File: src/rtl/cache_control_pkg.sv
// Shared types and address-split helpers for the 2-way set-associative L1 cache controller.
package cache_control_pkg;

  localparam int NUM_SETS = 16;
  localparam int TAG_W    = 8;
  localparam int SET_W    = 4;
  localparam int OFF_W    = 4;
  localparam int ADDR_W   = TAG_W + SET_W + OFF_W;

  typedef logic [TAG_W-1:0]  lc3b_tag;
  typedef logic [SET_W-1:0]  lc3b_set;
  typedef logic [OFF_W-1:0]  lc3b_offset;
  typedef logic [ADDR_W-1:0] lc3b_word;

  typedef enum logic [1:0] {
    IDLE      = 2'd0,
    WRITEBACK = 2'd1,
    ALLOCATE  = 2'd2
  } cache_state_t;

  function automatic lc3b_tag addr_tag(input lc3b_word addr);
    return addr[ADDR_W-1 -: TAG_W];
  endfunction

  function automatic lc3b_set addr_set(input lc3b_word addr);
    return addr[OFF_W +: SET_W];
  endfunction

  function automatic lc3b_offset addr_offset(input lc3b_word addr);
    return addr[OFF_W-1:0];
  endfunction

  function automatic lc3b_word line_addr(input lc3b_tag tag, input lc3b_set set);
    return {tag, set, {OFF_W{1'b0}}};
  endfunction

endpackage

File: src/rtl/cache_control_meta_array.sv
// Per-set valid/dirty/LRU bits for both ways; async-clear flops with per-set write enables.
module cache_meta_array
  import cache_control_pkg::*;
#(
  parameter int NUM_SETS = cache_control_pkg::NUM_SETS,
  parameter int SET_W    = cache_control_pkg::SET_W
) (
  input  logic             clk,
  input  logic             rst_n,
  input  logic [SET_W-1:0] set_i,
  input  logic             lru_we_i,
  input  logic             lru_val_i,
  input  logic             dirty_we_i,
  input  logic             dirty_way_i,
  input  logic             dirty_val_i,
  input  logic             fill_we_i,
  input  logic             fill_way_i,
  output logic [1:0]       valid_o,
  output logic [1:0]       dirty_o,
  output logic             lru_o
);

  logic [NUM_SETS-1:0] valid0_q, valid0_d;
  logic [NUM_SETS-1:0] valid1_q, valid1_d;
  logic [NUM_SETS-1:0] dirty0_q, dirty0_d;
  logic [NUM_SETS-1:0] dirty1_q, dirty1_d;
  logic [NUM_SETS-1:0] lru_q,    lru_d;

  always_comb begin
    valid0_d = valid0_q;
    valid1_d = valid1_q;
    dirty0_d = dirty0_q;
    dirty1_d = dirty1_q;
    lru_d    = lru_q;
    // A fill always leaves the freshly loaded line clean.
    if (fill_we_i) begin
      if (fill_way_i) begin
        valid1_d[set_i] = 1'b1;
        dirty1_d[set_i] = 1'b0;
      end else begin
        valid0_d[set_i] = 1'b1;
        dirty0_d[set_i] = 1'b0;
      end
    end
    if (dirty_we_i) begin
      if (dirty_way_i) dirty1_d[set_i] = dirty_val_i;
      else             dirty0_d[set_i] = dirty_val_i;
    end
    if (lru_we_i) lru_d[set_i] = lru_val_i;
  end

  always_ff @(posedge clk or negedge rst_n) begin
    if (!rst_n) begin
      valid0_q <= '0;
      valid1_q <= '0;
      dirty0_q <= '0;
      dirty1_q <= '0;
      lru_q    <= '0;
    end else begin
      valid0_q <= valid0_d;
      valid1_q <= valid1_d;
      dirty0_q <= dirty0_d;
      dirty1_q <= dirty1_d;
      lru_q    <= lru_d;
    end
  end

  assign valid_o = {valid1_q[set_i], valid0_q[set_i]};
  assign dirty_o = {dirty1_q[set_i], dirty0_q[set_i]};
  assign lru_o   = lru_q[set_i];

endmodule

File: src/rtl/cache_control.sv
// Hit/miss controller for the 2-way L1: tag compare, LRU/dirty upkeep, writeback/allocate sequencing.
module cache_control
  import cache_control_pkg::*;
#(
  parameter int NUM_SETS = cache_control_pkg::NUM_SETS,
  parameter int TAG_W    = cache_control_pkg::TAG_W,
  parameter int SET_W    = cache_control_pkg::SET_W,
  parameter int OFF_W    = cache_control_pkg::OFF_W
) (
  input  logic             clk,
  input  logic             rst_n,
  input  logic             mem_read,
  input  logic             mem_write,
  input  logic [15:0]      mem_address,
  input  logic [TAG_W-1:0] tag_out0,
  input  logic [TAG_W-1:0] tag_out1,
  input  logic             pmem_resp,
  output logic             mem_resp,
  output logic             tag_load,
  output logic             way_sel,
  output logic             data_load,
  output logic             data_write,
  output logic             pmem_read,
  output logic             pmem_write,
  output logic [15:0]      pmem_address
);

  cache_state_t state_q, state_d;
  logic         victim_q, victim_d;

  lc3b_tag    req_tag;
  lc3b_set    req_set;
  lc3b_offset unused_off;
  logic       req, hit0, hit1, hit, hit_way;
  logic [1:0] valid_w, dirty_w;
  logic       lru_w;
  lc3b_tag    victim_tag;

  logic lru_we, lru_val, dirty_we, dirty_way, dirty_val, fill_we;

  assign req_tag    = addr_tag(mem_address);
  assign req_set    = addr_set(mem_address);
  assign unused_off = addr_offset(mem_address);
  assign req        = mem_read | mem_write;

  // Both ways matching means corrupt state; way 0 takes priority.
  assign hit0       = valid_w[0] & (tag_out0 == req_tag);
  assign hit1       = valid_w[1] & (tag_out1 == req_tag);
  assign hit        = hit0 | hit1;
  assign hit_way    = ~hit0;
  assign victim_tag = victim_q ? tag_out1 : tag_out0;

  cache_meta_array #(
    .NUM_SETS (NUM_SETS),
    .SET_W    (SET_W)
  ) u_meta (
    .clk         (clk),
    .rst_n       (rst_n),
    .set_i       (req_set),
    .lru_we_i    (lru_we),
    .lru_val_i   (lru_val),
    .dirty_we_i  (dirty_we),
    .dirty_way_i (dirty_way),
    .dirty_val_i (dirty_val),
    .fill_we_i   (fill_we),
    .fill_way_i  (victim_q),
    .valid_o     (valid_w),
    .dirty_o     (dirty_w),
    .lru_o       (lru_w)
  );

  always_ff @(posedge clk or negedge rst_n) begin
    if (!rst_n) begin
      state_q  <= IDLE;
      victim_q <= 1'b0;
    end else begin
      state_q  <= state_d;
      victim_q <= victim_d;
    end
  end

  always_comb begin
    state_d      = state_q;
    victim_d     = victim_q;
    mem_resp     = 1'b0;
    tag_load     = 1'b0;
    way_sel      = 1'b0;
    data_load    = 1'b0;
    data_write   = 1'b0;
    pmem_read    = 1'b0;
    pmem_write   = 1'b0;
    pmem_address = '0;
    lru_we       = 1'b0;
    lru_val      = 1'b0;
    dirty_we     = 1'b0;
    dirty_way    = 1'b0;
    dirty_val    = 1'b0;
    fill_we      = 1'b0;

    unique case (state_q)
      IDLE: begin
        if (req && hit) begin
          mem_resp = 1'b1;
          way_sel  = hit_way;
          lru_we   = 1'b1;
          lru_val  = ~hit_way;
          // A simultaneous read+write is handled as a write.
          if (mem_write) begin
            data_write = 1'b1;
            dirty_we   = 1'b1;
            dirty_way  = hit_way;
            dirty_val  = 1'b1;
          end
        end else if (req) begin
          victim_d = lru_w;
          state_d  = (valid_w[lru_w] && dirty_w[lru_w]) ? WRITEBACK : ALLOCATE;
        end
      end

      WRITEBACK: begin
        pmem_write   = 1'b1;
        pmem_address = line_addr(victim_tag, req_set);
        way_sel      = victim_q;
        if (pmem_resp) begin
          dirty_we  = 1'b1;
          dirty_way = victim_q;
          dirty_val = 1'b0;
          // An abandoned request stops after the writeback completes.
          state_d   = req ? ALLOCATE : IDLE;
        end
      end

      ALLOCATE: begin
        pmem_read    = 1'b1;
        pmem_address = line_addr(req_tag, req_set);
        way_sel      = victim_q;
        if (pmem_resp) begin
          tag_load  = 1'b1;
          data_load = 1'b1;
          fill_we   = 1'b1;
          state_d   = IDLE;
        end
      end

      default: state_d = IDLE;
    endcase
  end

endmodule

File: config.mk
export PLATFORM = sky130hd
export DESIGN_NAME = cache_control
export DESIGN_NICKNAME = d
export VERILOG_FILES = /design/src/rtl/cache_control_pkg.sv /design/src/rtl/cache_control_meta_array.sv /design/src/rtl/cache_control.sv
export SDC_FILE = /design/constraint.sdc
export NUM_CORES = 1
export LEC_CHECK = 0
export ABC_AREA = 1
export CELL_PAD_IN_SITES_DETAIL_PLACEMENT = 1
export CELL_PAD_IN_SITES_GLOBAL_PLACEMENT = 1
export CORE_MARGIN = 2
export CORE_UTILIZATION = 44
export CTS_CLUSTER_SIZE = 24
export DETAILED_ROUTE_END_ITERATION = 7
export GPL_ROUTABILITY_DRIVEN = 0
export PLACE_DENSITY = 0.92
export SETUP_SLACK_MARGIN = 0.05
export SLEW_MARGIN = 10
export SYNTH_ARGS = -nofsm -noshare
export SYNTH_HDL_FRONTEND = slang
export SYNTH_SLANG_ARGS = --single-unit
File: constraint.sdc
create_clock -name clk -period 3.4 [get_ports clk]
set_input_delay 0.34 -clock clk [delete_from_list [all_inputs] [get_ports clk]]
set_output_delay 0.34 -clock clk [all_outputs]
set_load 0.02 [all_outputs]
## Word level (Yosys, flattened, before mapping)

Cells that the tools add are included.

| word-level totals | value |
|---|---|
| register bits after elaboration | 83 |
| input bits | 37 |
| word-level logic and storage cells | 93 |

| operators by class | value |
|---|---|
| $lt $le $gt $ge | 3 |
| equal/unequal tests | 8 |
| muxes and demuxes | 54 |
| bitwise operators | 12 |
| reduce and logical (&&, ||, !) cells | 9 |

Operators by type and width:

| kind | count |
|---|---|
| 2-to-1 mux 16 bit | 8 |
| bitwise mux 16 bit | 3 |
| bitwise AND 16 bit | 2 |
| OR 16 bit | 2 |
| case mux 16 bit (2 select lines) | 1 |
| 2-to-1 mux 1 bit | 25 |
| binary-select mux 1 bit (select 4 bit) | 5 |
| equality test 8 bit | 2 |
| NOT 16 bit | 1 |
| 2-to-1 mux 2 bit | 6 |
| 2-to-1 mux 8 bit | 1 |
| inequality test 2 bit (second input constant) | 4 |
| case mux 1 bit (2 select lines) | 3 |
| case mux 2 bit (3 select lines) | 1 |
| < comparator 4 x 5 -> 1 bit (second input constant) | 1 |
| demux 1 bit (select 4 bit) | 1 |
| >= comparator 4 x 1 -> 1 bit (second input constant) | 1 |
| AND reduction 2 bit | 2 |
| AND reduction 4 bit | 1 |
| logical AND 1 bit | 3 |
| NOT 1 bit | 3 |
| AND reduction 3 bit | 1 |
| bitwise AND 1 bit | 2 |
| equality test 2 x 1 -> 1 bit (second input constant) | 1 |
| 5 further kinds | 6 |

## Logic depth before layout (Yosys ltp)

Gate-level depths: netlist (run 1).

| depth | value |
|---|---|
| word-level depth | 11 |
| mapped depth | 18 |

## Cells and area by module

A second synthesis (run 1) with hierarchy kept.

| second synthesis, totals | value |
|---|---|
| cell total of the unflattened synthesis | 788 |
| area, all modules | 5057.4 µm² |

Modules (own cells, without submodules):

| module | instances | cells each | area an instance (µm²) | sequential area each (µm²) |
|---|---|---|---|---|
| cache_meta_array | 1 | 609 | 4122.7 | 2001.9 |
| cache_control | 1 | 179 | 934.6 | 75.1 |

## Worst setup path before layout (run 1)

Ideal clock, no wire load.

| timing | value |
|---|---|
| path type | flip-flop to flip-flop |
| start | reg state_q[0] |
| end | reg u_meta.dirty0_q[10] |
| setup time | 117 ps |
| arrival | 1871 ps |
| data required time | 3283 ps |
| path slack | 1413 ps |
| stages on the path, launching flop included | 10 |
| path buffers | 2 |
| period minus slack after synthesis | 1987 ps |
| cells stage by stage | dfrtp_1 > inv_1 > ha_1 > clkbuf_1 > nand2_1 > nor2_1 > clkbuf_1 > a21boi_0 > nand2_1 > nand2_1 |

| on the way | value |
|---|---|
| cells in the longest elaborated chain, start to end | 6 |
| elaborated cells between the ends (all ways) | 11 |
| those cells by class | eq/ne: 2; mux: 8; reduce/logical: 1 |

RTL lines:

| item | line | text |
|---|---|---|
| start, declared | cache_control.sv:28 | `cache_state_t state_q, state_d;` |
| start signal, assigned | cache_control.sv:77 | `state_q <= state_d;` |
| equality test 2 bit | cache_control.sv:100 | `unique case (state_q)` |
| 2-to-1 mux 1 bit | cache_control.sv:100 |  |
| 2-to-1 mux 16 bit | cache_control_meta_array.sv:36 | `if (fill_we_i) begin` |
| bitwise mux 16 bit | cache_control_meta_array.sv:47 | `else dirty0_d[set_i] = dirty_val_i;` |
| 2-to-1 mux 16 bit | cache_control_meta_array.sv:46 | `if (dirty_way_i) dirty1_d[set_i] = dirty_val_i;` |
| 2-to-1 mux 16 bit * | cache_control_meta_array.sv:45 | `if (dirty_we_i) begin` |
| via u_meta.dirty0_d[10] | cache_control_meta_array.sv:25 | `logic [NUM_SETS-1:0] dirty0_q, dirty0_d;` |
| end signal, assigned | cache_control_meta_array.sv:62 | `dirty0_q <= dirty0_d;` |
| end, declared | cache_control_meta_array.sv:25 |  |

The timed path passes the listed nets; every way through them passes the cells marked *.
A chain may end at the register's enable or synchronous reset.

## Worst setup path in the final report (run 1)

| timing | value |
|---|---|
| start | in mem_address[4] |
| end | out way_sel |

| on the way | value |
|---|---|
| cells in the longest elaborated chain, start to end | 7 |
| elaborated cells between the ends (all ways) | 11 |
| those cells by class | mux: 6; bitwise: 4; reduce/logical: 1 |

RTL lines:

| item | line | text |
|---|---|---|
| start, declared | cache_control.sv:14 | `input logic [15:0] mem_address,` |
| binary-select mux 1 bit (select 4 bit) | cache_control_meta_array.sv:68 | `assign valid_o = {valid1_q[set_i], valid0_q[set_i]};` |
| 2-to-1 mux 1 bit (not written as such) | cache_control_meta_array.sv:68 |  |
| bitwise AND 1 bit, on equally long branches | cache_control.sv:47, cache_control.sv:48 |  |
| OR 1 bit | cache_control.sv:49 | `assign hit = hit0 \| hit1;` |
| logical AND 1 bit | cache_control.sv:102 | `if (req && hit) begin` |
| 2-to-1 mux 1 bit * | cache_control.sv:102 |  |
| case mux 1 bit (2 select lines) * | cache_control.sv:100 |  |
| end, declared | cache_control.sv:20 | `output logic way_sel,` |

Mark *: on every way between the ends. The rest lies on a longest branch, timed or not. The select of a mux whose other input is x is not followed.

==> results of run 1 <==
## per-layer routing
metal	track usage	wire [um]	vias to the layer above
met5	0	0	-
met2	0.501	9180	160
met1	0.355	7320	2726
met4	0.0984	410	0
met3	0.0518	816	45
li1	-	-	2402
## kinds of logic (layout without fill, tap and decap cells)
kind of cell    Yosys count  in the layout
buf+inv                  90            133
simple gates            357            357
compound gates          162            162
xor+xnor                 16             16
fa+ha+maj                 4              4
flops                    83             83
other cells               1              4
## placed cells by master (no fill, tap or decap)
cell type,n
nand3_2,1
nor3_1,5
a21boi_0,11
conb_1,4
clkbuf_16,9
nand4_1,24
clkinv_1,1
ha_1,4
buf_4,15
clkdlybuf4s50_1,50
xor2_1,8
o21bai_4,1
or2_2,1
bufinv_16,3
nand2_4,3
nor2_4,1
nor2_2,3
o21ai_0,71
o21a_1,8
o21bai_1,25
nand3_4,1
a22oi_1,7
inv_1,51
nand2_1,240
o21ai_4,1
o21ai_1,21
buf_12,1
a21oi_1,17
nand3_1,33
dfrtp_1,83
nor2_1,38
clkinv_2,1
xnor2_1,8
nand2_2,7
clkinv_4,1
inv_2,1
## worst paths after layout
check	start	endpoint	slack [ps]	cells after the start
min in group clk	u_meta.valid1_q[8]	u_meta.valid1_q[8]	470	2
hold / removal	rst_n	u_meta.dirty0_q[14]	190	1
max in group asynchronous	rst_n	u_meta.valid1_q[4]	2510	1
hold reg to reg	u_meta.valid1_q[8]	u_meta.valid1_q[8]	470	2
setup / recovery	mem_address[4]	way_sel	280	11
setup reg to reg	state_q[0]	u_meta.valid1_q[4]	1060	8
## critical path: cells and delay by family
kind	cells	cell delay, ps
buffers and inverters	3	1450
AO/OA/AOI/OAI	3	510
AND/OR/NAND/NOR	5	480
## cell type report
cell class	instances	area [um^2]
fillers	1440	5360
clock inverters	5	104
repair buffers	66	633
flip-flops and latches	83	2080
well taps	143	179
clock buffers	9	225
inverters	53	199
multi-input cells	543	2690
## report_power, final
| part | switching [mW] | leakage [nW] | internal (mW) | total (mW) |
|---|---|---|---|---|
| Sequential | 0.0743 | 1.08 | 1.11 | 1.18 |
| Clock | 0.412 | 0.161 | 0.710 | 1.12 |
| Combinational | 0.567 | 1.67 | 0.325 | 0.892 |
| Total | 1.05 | 2.91 | 2.14 | 3.19 |
## registers in the layout (all words and copies together) (netlist names)
signal,flops
victim_q,1
u_meta.dirty0_q,16
u_meta.valid0_q,16
state_q,2
u_meta.valid1_q,16
u_meta.dirty1_q,16
u_meta.lru_q,16
## through the flow
step	hold WS (ps)	worst slack, ps	total power [mW]	std cells	area [um^2]
global placement	436	312	2.02	888	5780
floorplan	44.4	1410	1.71	716	5180
detailed placement	448	280	2.07	888	5780
finish	190	283	3.19	902	6110
CTS	241	281	3.20	902	6110
global route	276	112	3.33	902	6110
==> impl_metrics.ini, run 1 <==
[outcome]
status = finished, final reports clean

[critical_path]
critPathSlowestCell = clkdlybuf4s50_1
crit_path_start_kind = input port
crit_arrival_ps = 2780
critPathKind = input port to output pin
max_stage_delay_ps = 650
cp_max_fo = 10
path_common_cell = nand2_1
worstPathRequired_ps = 3060
path_cells = clkdlybuf4s50_1 -> buf_4 -> o21ai_0 -> nand2_1 -> nand2_1 -> nand2_1 -> nand2_1 -> o21ai_4 -> nand3_4 -> a21oi_1 -> clkdlybuf4s50_1
end_kind = output pin

[timing]
fin_crit_ps = 3120
period_share = 0.917
fin_setup_tns_ps = 0
max_freq_mhz = 321
slew_headroom = 0.270
rsz0062_at_grt = false
skew_ps = 7.48
slew_violations = 0
worstMarginPinSlew_ps = 1100
setup_viol = 0
hold_viol = 0

[synthesis]
synth_cell_types = 34
synth_most_common_cell = nand2_1
avgSynthCellArea_um2 = 7.25
seq_area_frac_synth = 0.402
muxShareOfSynthArea = 0
ys_warn_count = 0
synth_edf_count = 0
syn_area_um2 = 5170
synth_top_family_by_area = simple AND/OR/NAND/NOR gates
synth_compound_area_frac = 0.186
synth_xor_area_frac = 0.0271
synth_flop_cell = dfrtp_1
synth.area.top_cells = dfrtp_1 40%, nand2_1 17%, o21ai_0 6.9%
synthTopCellsByCount = 240 x nand2_1, 83 x dfrtp_1, 71 x o21ai_0
synth.ff_latch_count = 83
yosys.area_share.simple = 0.295
yosys.area_share.adder = 0.00968
ys_async_sr_fraction = 1.00
synthCells = 713
synth_top_area_share = 0.402
synth_top_area_cell = dfrtp_1

[cts]
cts_buffers = 9
clock_sinks = 83
cts-resized-gates = 0
postCtsHoldBufs = 0
cts_tree = built
clk_path_buf_depth = 2
path_clk_slew_ps = 60
insertion_delay_ps = 350
h-tree-depth = 3
cts_setup_buffers = 0
cts-root-buf = clkbuf_16

[layout]
diodes = 0
drive_gt1_frac = 0.0659
final_nets = 797
post-route-util = 0.533
synthToLayoutAreaGrowth_pct = 18.1

[floorplanning]
ios = 60
die-area_um2 = 12600
die_w_um = 112
core_um2 = 11500
rows = 39
start_util = 0.451
die_h_um = 112

[routing]
ant_nets = 0
finalWirelength_um = 17700
vias = 5333
wl_per_cell_um = 19.7
first_iter_violations = 310
drt_pass1_iterations = 5
viasPerCell = 5.91
drc = 0

[hold_path]
hold_class = input port to asynchronous set/reset pin

[power]
peakVddDrop_uv = 285
powerDensity_nw_per_um2 = 523
leakagePower_nw = 2.91

[grt]
grt_pass1_vias = 5742
grt_start_max_net_pins = 84
grt_pass1_wl_um = 28800
grt_use_total = 0.286
antenna_found_initial = 0
global_route.overflow_total = 0

[placement]
dp_hpwl_um = 12200
port_buffers = 51

[job]
cap_violations = 0
(Power assumes the default switching activity.)
==> run 2: changes to the inputs <==
HOLD_SLACK_MARGIN = 0.1   (was unset)
==> results of run 2 <==
The final DEF is identical to that of run 1; final timing and power are the same.
==> run 3: changes to the inputs <==
CELL_PAD_IN_SITES_DETAIL_PLACEMENT = unset   (was 1)
CELL_PAD_IN_SITES_GLOBAL_PLACEMENT = unset   (was 1)
CORE_UTILIZATION = 54   (was 44)
PLACE_DENSITY = 0.84   (was 0.92)
==> impl_metrics.ini, run 3 (synthesized netlist as in run 1, its figures left out) <==
[critical_path]
r2r-start = state_q[0]
critPathKind = input port to output pin
worstPathRequired_ps = 3060
critPathSlowestCell = clkdlybuf4s50_1
cp_max_fo = 22
crit_path_start_kind = input port
end_kind = output pin
cp-startpoint = mem_address[4]
path_cells = clkdlybuf4s50_1 -> buf_4 -> o21ai_0 -> nand2_1 -> nand2_1 -> nand2_1 -> nand2_1 -> o21ai_4 -> nand3_4 -> a21oi_1 -> clkdlybuf4s50_1
crit_family = buffers and inverters
max_stage_delay_ps = 620
crit_buf_inv = 3
path_common_cell = nand2_1
crit_arrival_ps = 2710

[layout]
layout_common_cells = 240 x nand2_1, 83 x dfrtp_1, 71 x o21ai_0
synthToLayoutAreaGrowth_pct = 15.5
final_nets = 798
final_common_cell = nand2_1
diodes = 0
drive_gt1_frac = 0.0683
fin_area_um2 = 5970
stdcell_count = 890

[floorplanning]
rows = 35
start_util = 0.557
die_w_um = 102
die-area_um2 = 10400
die_h_um = 102
core_um2 = 9280
ios = 60

[cts]
cts_buffers = 9
cts_setup_buffers = 0
clk_path_buf_depth = 2
h-tree-depth = 3
clock_sinks = 83
postCtsHoldBufs = 0
cts-resized-gates = 0
cts-root-buf = clkbuf_8
cts_tree = built
path_clk_slew_ps = 80
insertion_delay_ps = 370

[hold_path]
hold_class = input port to asynchronous set/reset pin

[timing]
setup_viol = 0
rsz0062_at_grt = false
whs_ps = 161
skew_ps = 16.6
slew_violations = 0
max_freq_mhz = 328
period_share = 0.897
worstMarginPinSlew_ps = 1050
hold_viol = 0
fin_crit_ps = 3050
fin_setup_tns_ps = 0
slew_headroom = 0.302

[grt]
grt_use_total = 0.291
grt_start_max_net_pins = 84
grt_pass1_wl_um = 23600
global_route.overflow_total = 0
grt_pass1_vias = 4926
antenna_found_initial = 0

[routing]
first_iter_violations = 515
drt_pass1_iterations = 6
finalWirelength_um = 14500
ant_nets = 0
wl_per_cell_um = 16.3
viasPerCell = 5.71
drc = 0
vias = 5083

[placement]
placedInstanceArea_um2 = 5760
dp_hpwl_um = 10200
placed_cells = 875
port_buffers = 51

[job]
cap_violations = 0

[power]
powerDensity_nw_per_um2 = 471
finalPower_mw = 2.81
peakVddDrop_uv = 259
leakagePower_nw = 2.86

[outcome]
status = finished, final reports clean
==> run 3: worst reg2reg max path: stages, from the launching register on <==
cell and delay (ps):
dfrtp_1 410, inv_1 110, ha_1 440, nand2_1 140, inv_1 110, nand2_1 540, buf_4 410, o21ai_0 200
==> run 3: worst paths after layout <==
path | end | slack [ps] | depth (start not counted)
max in group asynchronous | u_meta.dirty0_q[10] | 2570 | 1
min in group clk | u_meta.valid0_q[2] | 460 | 2
setup reg to reg | u_meta.valid1_q[4] | 970 | 7
setup / recovery | way_sel | 350 | 11
hold / removal | u_meta.valid0_q[8] | 160 | 1
hold reg to reg | u_meta.valid0_q[2] | 460 | 2
==> run 3: final cells by class <==
| cell class | count | area (um^2) |
|---|---|---|
| Fill cell | 774 | 3310 |
| Multi-Input combinational cell | 543 | 2690 |
| Sequential cell | 83 | 2080 |
| Timing Repair Buffer | 67 | 628 |
| Inverter | 53 | 199 |
| Tap cell | 129 | 161 |
| Clock buffer | 10 | 138 |
| Clock inverter | 5 | 77.6 |
==> run 3: where the power goes <==
part / total (mW) / internal [mW] / switching [mW]
registers: 1.18 / 1.10 / 0.0733
clock network: 0.791 / 0.427 / 0.364
logic: 0.843 / 0.320 / 0.523
==> run 3: layer usage <==
layer  share of wire  vias up  track usage
li1                -     2411            -
met1            0.41     2334        0.390
met2            0.46      298        0.469
met3           0.094       40       0.0390
met4           0.032        0        0.142
met5               0        -            0
==> run 3: metrics by stage <==
step / utilization / setup WS (ps)
2_1_floorplan: - / 1410
3_3_place_gp: 0.620 / 384
3_5_place_dp: 0.620 / 365
4_1_cts: 0.644 / 358
5_1_grt: 0.644 / 202
6_report: 0.644 / 351
